<file path="src/rtl/log2_arbiter_if.sv">
`default_nettype none
// ============================================================================
// Module   : log2_arbiter_if
// Brief    : Request/result bundle for the shared log2 datapath arbiter.
// Revision : 1.0  initial release
// ============================================================================
interface log2_arbiter_if #(
   parameter int NUM_REQ   = 4,
   parameter int FRAC_BITS = 4
);
   localparam int IDW = $clog2(NUM_REQ);

   logic [NUM_REQ-1:0]    req_valid_i;
   logic [NUM_REQ*32-1:0] req_data_i;
   logic [NUM_REQ-1:0]    req_ready_o;
   logic                  res_valid_o;
   logic                  res_ready_i;
   logic [4+FRAC_BITS:0]  res_log_o;
   logic [IDW-1:0]        res_id_o;
   logic                  res_zero_o;

   modport master (
      output req_valid_i, req_data_i, res_ready_i,
      input  req_ready_o, res_valid_o, res_log_o, res_id_o, res_zero_o
   );

   modport slave (
      input  req_valid_i, req_data_i, res_ready_i,
      output req_ready_o, res_valid_o, res_log_o, res_id_o, res_zero_o
   );
endinterface
`default_nettype wire

</file>
<file path="src/rtl/log2_arbiter.sv">
`default_nettype none
// ============================================================================
// Module   : log2_arbiter
// Brief    : Round-robin arbiter feeding a two-stage fixed-point log2 pipe.
// Revision : 1.0  initial release
// ============================================================================
module log2_arbiter #(
   parameter int NUM_REQ   = 4,
   parameter int FRAC_BITS = 4
) (
   input  wire logic     clk,
   input  wire logic     rst_n,
   log2_arbiter_if.slave bus
);
   localparam int             IDW    = $clog2(NUM_REQ);
   localparam logic [IDW-1:0] c_last = IDW'(NUM_REQ - 1);

   logic [IDW-1:0]     r_ptr;
   logic               r_s1_valid;
   logic [31:0]        r_s1_data;
   logic [IDW-1:0]     r_s1_id;
   logic               r_res_valid;
   logic [4+FRAC_BITS:0] r_res_log;
   logic [IDW-1:0]     r_res_id;
   logic               r_res_zero;

   logic [31:0]        w_req_data [NUM_REQ];
   logic [IDW-1:0]     w_idx;
   logic [IDW-1:0]     w_gnt_id;
   logic               w_any;
   logic [31:0]        w_gnt_data;
   logic               w_s1_adv;
   logic               w_s2_adv;
   logic               w_accept;
   logic [NUM_REQ-1:0] w_ready;
   logic [4:0]         w_msb;
   logic [FRAC_BITS-1:0] w_frac;
   logic               w_zero;

   generate
      for (genvar g = 0; g < NUM_REQ; g++) begin : g_unpack
         assign w_req_data[g] = bus.req_data_i[32*g +: 32];
      end
   endgenerate

   // Scan starts at the pointer and wraps, so the first hit is the round-robin winner.
   always_comb begin
      w_any    = 1'b0;
      w_gnt_id = '0;
      w_idx    = '0;
      for (int i = 0; i < NUM_REQ; i++) begin
         w_idx = IDW'((int'(r_ptr) + i) % NUM_REQ);
         if (!w_any && bus.req_valid_i[w_idx]) begin
            w_any    = 1'b1;
            w_gnt_id = w_idx;
         end
      end
   end

   assign w_gnt_data = w_req_data[w_gnt_id];
   assign w_s2_adv   = !r_res_valid || bus.res_ready_i;
   assign w_s1_adv   = !r_s1_valid || w_s2_adv;
   assign w_accept   = rst_n && w_any && w_s1_adv;

   always_comb begin
      w_ready = '0;
      for (int k = 0; k < NUM_REQ; k++) begin
         w_ready[k] = w_accept && (w_gnt_id == IDW'(k));
      end
   end

   // Leading-one position gives the integer part; bits just below it are the fraction.
   always_comb begin
      w_msb = '0;
      for (int b = 0; b < 32; b++) begin
         if (r_s1_data[b]) w_msb = 5'(b);
      end
      w_zero = (r_s1_data == 32'd0);
      w_frac = FRAC_BITS'((r_s1_data << (5'd31 - w_msb)) >> (31 - FRAC_BITS));
   end

   always_ff @(posedge clk) begin
      if (!rst_n) begin
         r_ptr       <= '0;
         r_s1_valid  <= 1'b0;
         r_s1_data   <= '0;
         r_s1_id     <= '0;
         r_res_valid <= 1'b0;
         r_res_log   <= '0;
         r_res_id    <= '0;
         r_res_zero  <= 1'b0;
      end else begin
         if (w_accept) begin
            r_ptr <= (w_gnt_id == c_last) ? '0 : w_gnt_id + IDW'(1);
         end
         if (w_s1_adv) begin
            r_s1_valid <= w_accept;
            r_s1_data  <= w_gnt_data;
            r_s1_id    <= w_gnt_id;
         end
         if (w_s2_adv) begin
            r_res_valid <= r_s1_valid;
            r_res_log   <= {w_msb, w_frac};
            r_res_id    <= r_s1_id;
            r_res_zero  <= w_zero;
         end
      end
   end

   assign bus.req_ready_o = w_ready;
   assign bus.res_valid_o = r_res_valid;
   assign bus.res_log_o   = r_res_log;
   assign bus.res_id_o    = r_res_id;
   assign bus.res_zero_o  = r_res_zero;

   a_grant_onehot: assert property (@(posedge clk) disable iff (!rst_n)
      $onehot0(bus.req_ready_o));
   a_grant_valid: assert property (@(posedge clk) disable iff (!rst_n)
      (bus.req_ready_o & ~bus.req_valid_i) == '0);
endmodule
`default_nettype wire

</file>
<file path="src/flat_wrapper.sv">
// flat-port wrapper written by rule: the top's interface ports become plain ports
module log2_arbiter_flat 
#(
   parameter int NUM_REQ   = 4,
   parameter int FRAC_BITS = 4
)
  (clk, rst_n, bus_req_valid_i, bus_req_data_i, bus_res_ready_i, bus_req_ready_o, bus_res_valid_o, bus_res_log_o, bus_res_id_o, bus_res_zero_o);
  log2_arbiter_if #(.NUM_REQ(NUM_REQ), .FRAC_BITS(FRAC_BITS)) bus_i ();
  input  wire logic clk;
  input  wire logic rst_n;
  input wire logic [$bits(bus_i.req_valid_i)-1:0] bus_req_valid_i;
  input wire logic [$bits(bus_i.req_data_i)-1:0] bus_req_data_i;
  input wire logic [$bits(bus_i.res_ready_i)-1:0] bus_res_ready_i;
  output wire logic [$bits(bus_i.req_ready_o)-1:0] bus_req_ready_o;
  output wire logic [$bits(bus_i.res_valid_o)-1:0] bus_res_valid_o;
  output wire logic [$bits(bus_i.res_log_o)-1:0] bus_res_log_o;
  output wire logic [$bits(bus_i.res_id_o)-1:0] bus_res_id_o;
  output wire logic [$bits(bus_i.res_zero_o)-1:0] bus_res_zero_o;
  assign bus_i.req_valid_i = bus_req_valid_i;
  assign bus_i.req_data_i = bus_req_data_i;
  assign bus_i.res_ready_i = bus_res_ready_i;
  assign bus_req_ready_o = bus_i.req_ready_o;
  assign bus_res_valid_o = bus_i.res_valid_o;
  assign bus_res_log_o = bus_i.res_log_o;
  assign bus_res_id_o = bus_i.res_id_o;
  assign bus_res_zero_o = bus_i.res_zero_o;
  log2_arbiter #(.NUM_REQ(NUM_REQ), .FRAC_BITS(FRAC_BITS)) u_core (.clk(clk), .rst_n(rst_n), .bus(bus_i));
endmodule
</file>
<file path="config.mk">
export PLATFORM = sky130hd
export DESIGN_NAME = log2_arbiter_flat
export DESIGN_NICKNAME = d
export VERILOG_FILES = /design/src/rtl/log2_arbiter_if.sv /design/src/rtl/log2_arbiter.sv /design/src/flat_wrapper.sv
export SDC_FILE = /design/constraint.sdc
export NUM_CORES = 1
export LEC_CHECK = 0
export CORE_UTILIZATION = 45
export DETAILED_ROUTE_END_ITERATION = 8
export PLACE_DENSITY = 0.8
export SYNTH_ARGS = -nofsm -noshare
export SYNTH_HDL_FRONTEND = slang
export SYNTH_SLANG_ARGS = --single-unit
</file>
<file path="constraint.sdc">
create_clock -name clk -period 5.35 [get_ports clk]
set_input_delay 1.07 -clock clk [delete_from_list [all_inputs] [get_ports clk]]
set_output_delay 1.07 -clock clk [all_outputs]
set_load 0.02 [all_outputs]
</file>
# Word-level counts from Yosys, hierarchy flattened
# Cells that the tools add are included.
# totals
ff_bits,50
elab_cells,92
out_inout_bits,17
# op_classes
eq_ne,3
reduce_logical,18
n_mux,51
order_cmp,5
shift,1
addsub,5
bitwise,1
# op_table
cell,count
$mux 5,16
$bmux 32 s2,1
$mux 32,2
$logic_not 32->1,1
$mux 4,8
$shl 32x5->31,1
$mux 2,7
$lt 2x3->1 const B,4
$mux 3,4
$logic_and 1x1->1,9
$mux 1,9
$bmux 1 s2,4
$logic_not 1->1,5
$sub 5x5->5 const A,1
$add 2x1->2 const B,2
$add 2x2->2 const B,2
$eq 2x2->1 const B,2
$ge 3x3->1 const B,1
$not 2->3,1
$eq 2x1->1 const B,1
$logic_not 2->1,1
$logic_or 1x1->1,2

# Depth between registers and ports, before layout
# depth
ltp_word,33
ltp_mapped,12

# Least setup slack after synthesis
# OpenSTA, ideal clock, no wires.
# synth_timing
path_type,in2out
start,input bus_req_valid_i[2]
end,output bus_req_ready_o[3]
path_stages,9
path_slack_ns,1.786
required_ns,4.280
arrival_time_ns,2.494
path_cell_list,mux2i_1 > nor2_1 > or3_1 > clkbuf_1 > inv_2 > buf_2 > buf_2 > ha_1 > and2_1
# synth_rtl
element,line_no,rtl
from (decl),flat_wrapper.sv:11,input wire logic [$bits(bus_i.req_valid_i)-1:0] bus_req_valid_i;
$bmux 1 s2,log2_arbiter.sv:53,if (!w_any && bus.req_valid_i[w_idx]) begin
$mux 1 (implied by the code),log2_arbiter.sv:53,
$mux 1,log2_arbiter.sv:53,
$logic_not 1->1,log2_arbiter.sv:53,
$logic_and 1x1->1,log2_arbiter.sv:53,
$mux 1,log2_arbiter.sv:53,
$logic_not 1->1,log2_arbiter.sv:53,
$logic_and 1x1->1,log2_arbiter.sv:53,
$mux 1,log2_arbiter.sv:53,
$logic_not 1->1,log2_arbiter.sv:53,
$logic_and 1x1->1,log2_arbiter.sv:53,
$mux 2 *,log2_arbiter.sv:53,
net u_core.w_gnt_id[0],log2_arbiter.sv:29,logic [IDW-1:0] w_gnt_id;
$eq 2x2->1 *,log2_arbiter.sv:68,w_ready[k] = w_accept && (w_gnt_id == IDW'(k));
$logic_and 1x1->1 *,log2_arbiter.sv:68,
to (decl),flat_wrapper.sv:14,output wire logic [$bits(bus_i.req_ready_o)-1:0] bus_req_ready_o;
# Mark *: on every way through the listed nets, which the timed path passes. The rest lies on a longest branch. The select of a mux whose other input is x is not followed.

# Worst setup path in the final report
# layout_timing
start,input bus_req_valid_i[0]
end,output bus_req_ready_o[3]
# layout_between
elab_chain_cells,15
# layout_rtl
element,line_no,rtl
$bmux 1 s2,log2_arbiter.sv:53,
$mux 1 (implied by the code),log2_arbiter.sv:53,
$mux 1,log2_arbiter.sv:53,
$logic_not 1->1,log2_arbiter.sv:53,
$logic_and 1x1->1,log2_arbiter.sv:53,
$mux 1,log2_arbiter.sv:53,
$logic_not 1->1,log2_arbiter.sv:53,
$logic_and 1x1->1,log2_arbiter.sv:53,
$mux 1,log2_arbiter.sv:53,
$logic_not 1->1,log2_arbiter.sv:53,
$logic_and 1x1->1,log2_arbiter.sv:53,
$mux 1,log2_arbiter.sv:53,
$logic_and 1x1->1 (2 in series),log2_arbiter.sv:63,assign w_accept = rst_n && w_any && w_s1_adv;
$logic_and 1x1->1 *,log2_arbiter.sv:68,
# Mark *: on every way between the ends. The rest lies on a longest branch, timed or not. The select of a mux whose other input is x is not followed.

==> impl_metrics.py <==
metrics = {
    "run_status": {
        "outcome": "complete, no violations",
    },
    "yosys": {
        "synth_seq_cells": 50,
        "synthesis.nets": 749,
        "synth.most_common_cell": "nand2_1",
        "yosysWarnings": 0,
        "synth_area_per_cell_um2": 6.92,
        "synth_area_leader_cell": "dfxtp_1",
        "netlist_area_um2": 4220,
        "synth_commonest_cells": "nand2_1 (149), nor2_1 (79), a21oi_1 (51), dfxtp_1 (50), mux2i_1 (39)",
        "synth-edff-count": 0,
        "synthCells": 610,
        "ys_types": 57,
        "synth_ff_type": "dfxtp_1",
        "synth.area.top_cells": "dfxtp_1 (24%), nand2_1 (13%), mux2i_1 (9.2%)",
        "synth-seq-area-share_pct": 23.7,
        "synth_top_area_share_pct": 23.7,
        "synthArstFlopShare_pct": 0,
    },
    "setup_path": {
        "r2r_slack_ps": 2320,
        "crit_arrival_ps": 3370,
        "end_kind": "output port",
        "path_class": "in -> out",
        "critPathLaunchType": "primary input",
        "r2r_end": "u_core.bus.res_log_o[0]$_SDFFE_PN0P_",
        "r2r_cells": 8,
        "required_ps": 4280,
        "path_max_fanout": 9,
        "r2r_start": "u_core.r_s1_data[3]$_SDFFE_PN0P_",
    },
    "final_layout": {
        "seq_area_um2": 1000,
        "layout.nets": 861,
        "final_area_um2": 5790,
        "area_growth_pct": 37.3,
        "nFillCells": 768,
        "utilization_pct": 65.2,
        "multi_input_area_um2": 2950,
        "num_antenna_cells": 0,
        "stdcell_count": 831,
        "drive_gt1_share_pct": 5.39,
    },
    "timing": {
        "max_freq_mhz": 225,
        "hold_viol_final": 0,
        "fin_crit_ps": 4440,
        "tns_ps": 0,
        "worst-slew-pin-transition_ps": 817,
        "rsz0062_at_grt": "false",
        "final-setup-viol-count": 0,
        "relSlewSlack_pct": 45.1,
        "timing.final.crit_share_pct": 82.9,
        "clock_skew_ps": 12.5,
        "drv_slew": 0,
    },
    "placed_design": {
        "io_buffers": 151,
        "place_area_um2": 5690,
        "dp_hpwl_um": 10200,
        "placedCellCount": 823,
        "place_congestion": 0.919,
    },
    "hold_path": {
        "min_from": "u_core.r_s1_valid$_SDFFE_PN0P_",
        "hp-class": "reg -> reg",
        "min_path_cells": 2,
        "worstHoldEndpoint": "u_core.bus.res_valid_o$_SDFFE_PN0P_",
    },
    "clocking": {
        "cts_tree": "done",
        "cts_hold_buf": 0,
        "cts_buffers": 5,
        "clk_pin_slew_ps": 100,
        "cts_root_buf": "clkbuf_8",
        "post_cts_buffers": 0,
        "htreeDepth": 2,
        "cts_resized": 0,
        "cts.sinks": 50,
        "insertion_delay_ps": 310,
        "clk_path_buf_depth": 2,
    },
    "global_routing": {
        "antenna_found_initial": 0,
        "grt_pass1_wl_um": 20900,
        "grt_pass1_vias": 4368,
        "gr-total-overflow": 0,
        "grt_max_degree": 70,
        "grt_use_total_pct": 26.1,
    },
    "route": {
        "vias_per_cell": 5.84,
        "ant_nets": 0,
        "wl_um": 13300,
        "drt-initial-drc-count": 305,
        "vias": 4849,
        "wl_met3_um": 840,
        "firstDrtPassIters": 7,
        "wl_met2_um": 5980,
        "drc": 0,
        "routedWlPerCell_um": 16.0,
        "drt-met1-wl_um": 6190,
        "highest_layer": "met4",
    },
    "die": {
        "fp-row-count": 34,
        "core-area_um2": 8890,
        "start_util_pct": 47.5,
        "die_w_um": 98.9,
        "die_area_um2": 9770,
        "die_y_um": 98.9,
        "ioPinCount": 152,
    },
    "power_and_ir_drop": {
        "ir_worst_vdd_uv": 168,
        "power_leakage_nw": 2.35,
        "powerDensity_nw_per_um2": 301,
    },
    "flow_run": {
        "cap_violations": 0,
    },
}
## power breakdown
part           internal [W]  switching (W)
clock              0.000138       0.000127
combinational      0.000442       0.000517
sequential         0.000431      0.0000898
total               0.00101       0.000734
## state kept, by name, summed over array words and instances, names as in the netlist
name and flops:
u_core.bus.res_zero_o 1, u_core.r_s1_id 2, u_core.r_ptr 2, u_core.r_s1_valid 1, u_core.bus.res_log_o 9, u_core.bus.res_valid_o 1, u_core.bus.res_id_o 2, u_core.r_s1_data 32
## worst max path at each step
stage | start | to | slack (ps) | cells after the start
2_1_floorplan | bus_req_valid_i[2] | bus_req_ready_o[3] | 1790 | 9
3_3_place_gp | bus_req_valid_i[0] | bus_req_ready_o[1] | 1010 | 8
3_5_place_dp | bus_req_valid_i[0] | bus_req_ready_o[0] | 930 | 8
4_1_cts | bus_req_valid_i[0] | bus_req_ready_o[0] | 920 | 8
5_1_grt | bus_req_valid_i[0] | bus_req_ready_o[3] | 830 | 8
6_report | bus_req_valid_i[0] | bus_req_ready_o[3] | 910 | 8
## cell families after synthesis
logic type / count (synthesis) / share of synthesized area (%)
flip-flops: 50 / 23.7
AO/OA/AOI/OAI: 152 / 26.8
buffers and inverters: 63 / 6.85
adder cells (fa/ha/maj): 4 / 1.19
AND/OR/NAND/NOR: 299 / 30.9
multiplexers: 42 / 10.6
## routing by layer
layer / vias up / track usage, %
met2: 211 / 41.7
met4: 0 / 7.46
met1: 2202 / 36.7
li1: 2415 / -
met5: - / 0
met3: 21 / 3.33
## through the flow
step                      hold slack, ps  power [W]  setup WS, ps
after detailed placement             458    0.00147           930
after floorplan                      432    0.00120          1790
after CTS                            473    0.00174           916
final                                471    0.00174           914
after global placement               443    0.00145          1010
after global routing                 508    0.00185           830
## area by class of cell
type / instances / share of cell area, %
Timing Repair Buffer: 157 / 26.9
Inverter: 11 / 0.713
Multi-Input combinational cell: 497 / 50.9
Clock inverter: 3 / 0.691
Clock buffer: 5 / 1.19
Sequential cell: 50 / 17.3
Tap cell: 108 / 2.33
## layout by cell type (no fill, tap or decap), drive strengths merged, types with 3 or more instances in the layout
cell and n:
and2 6, buf 6, o211ai 3, a311oi 32
clkbuf 5, nor3 7, nand2 149, nor4 10
inv 11, o32ai 4, and3 32, clkdlybuf4s50 151
dfxtp 50, ha 4, a21o 3, nand3 4
nand2b 4, a21oi 53, a211oi 12, o31ai 3
nor2 79, or3 3, o221ai 8, a221o 3
o22ai 9, mux2i 39, o21ai 9
## worst max-delay path, stage by stage
cell and delay [ps]:
clkdlybuf4s50_1 480, mux2i_1 170, nor2_1 50, or3_2 570, inv_2 130, ha_1 170, and2_1 120, clkdlybuf4s50_1 600
(Power assumes the default switching activity.)
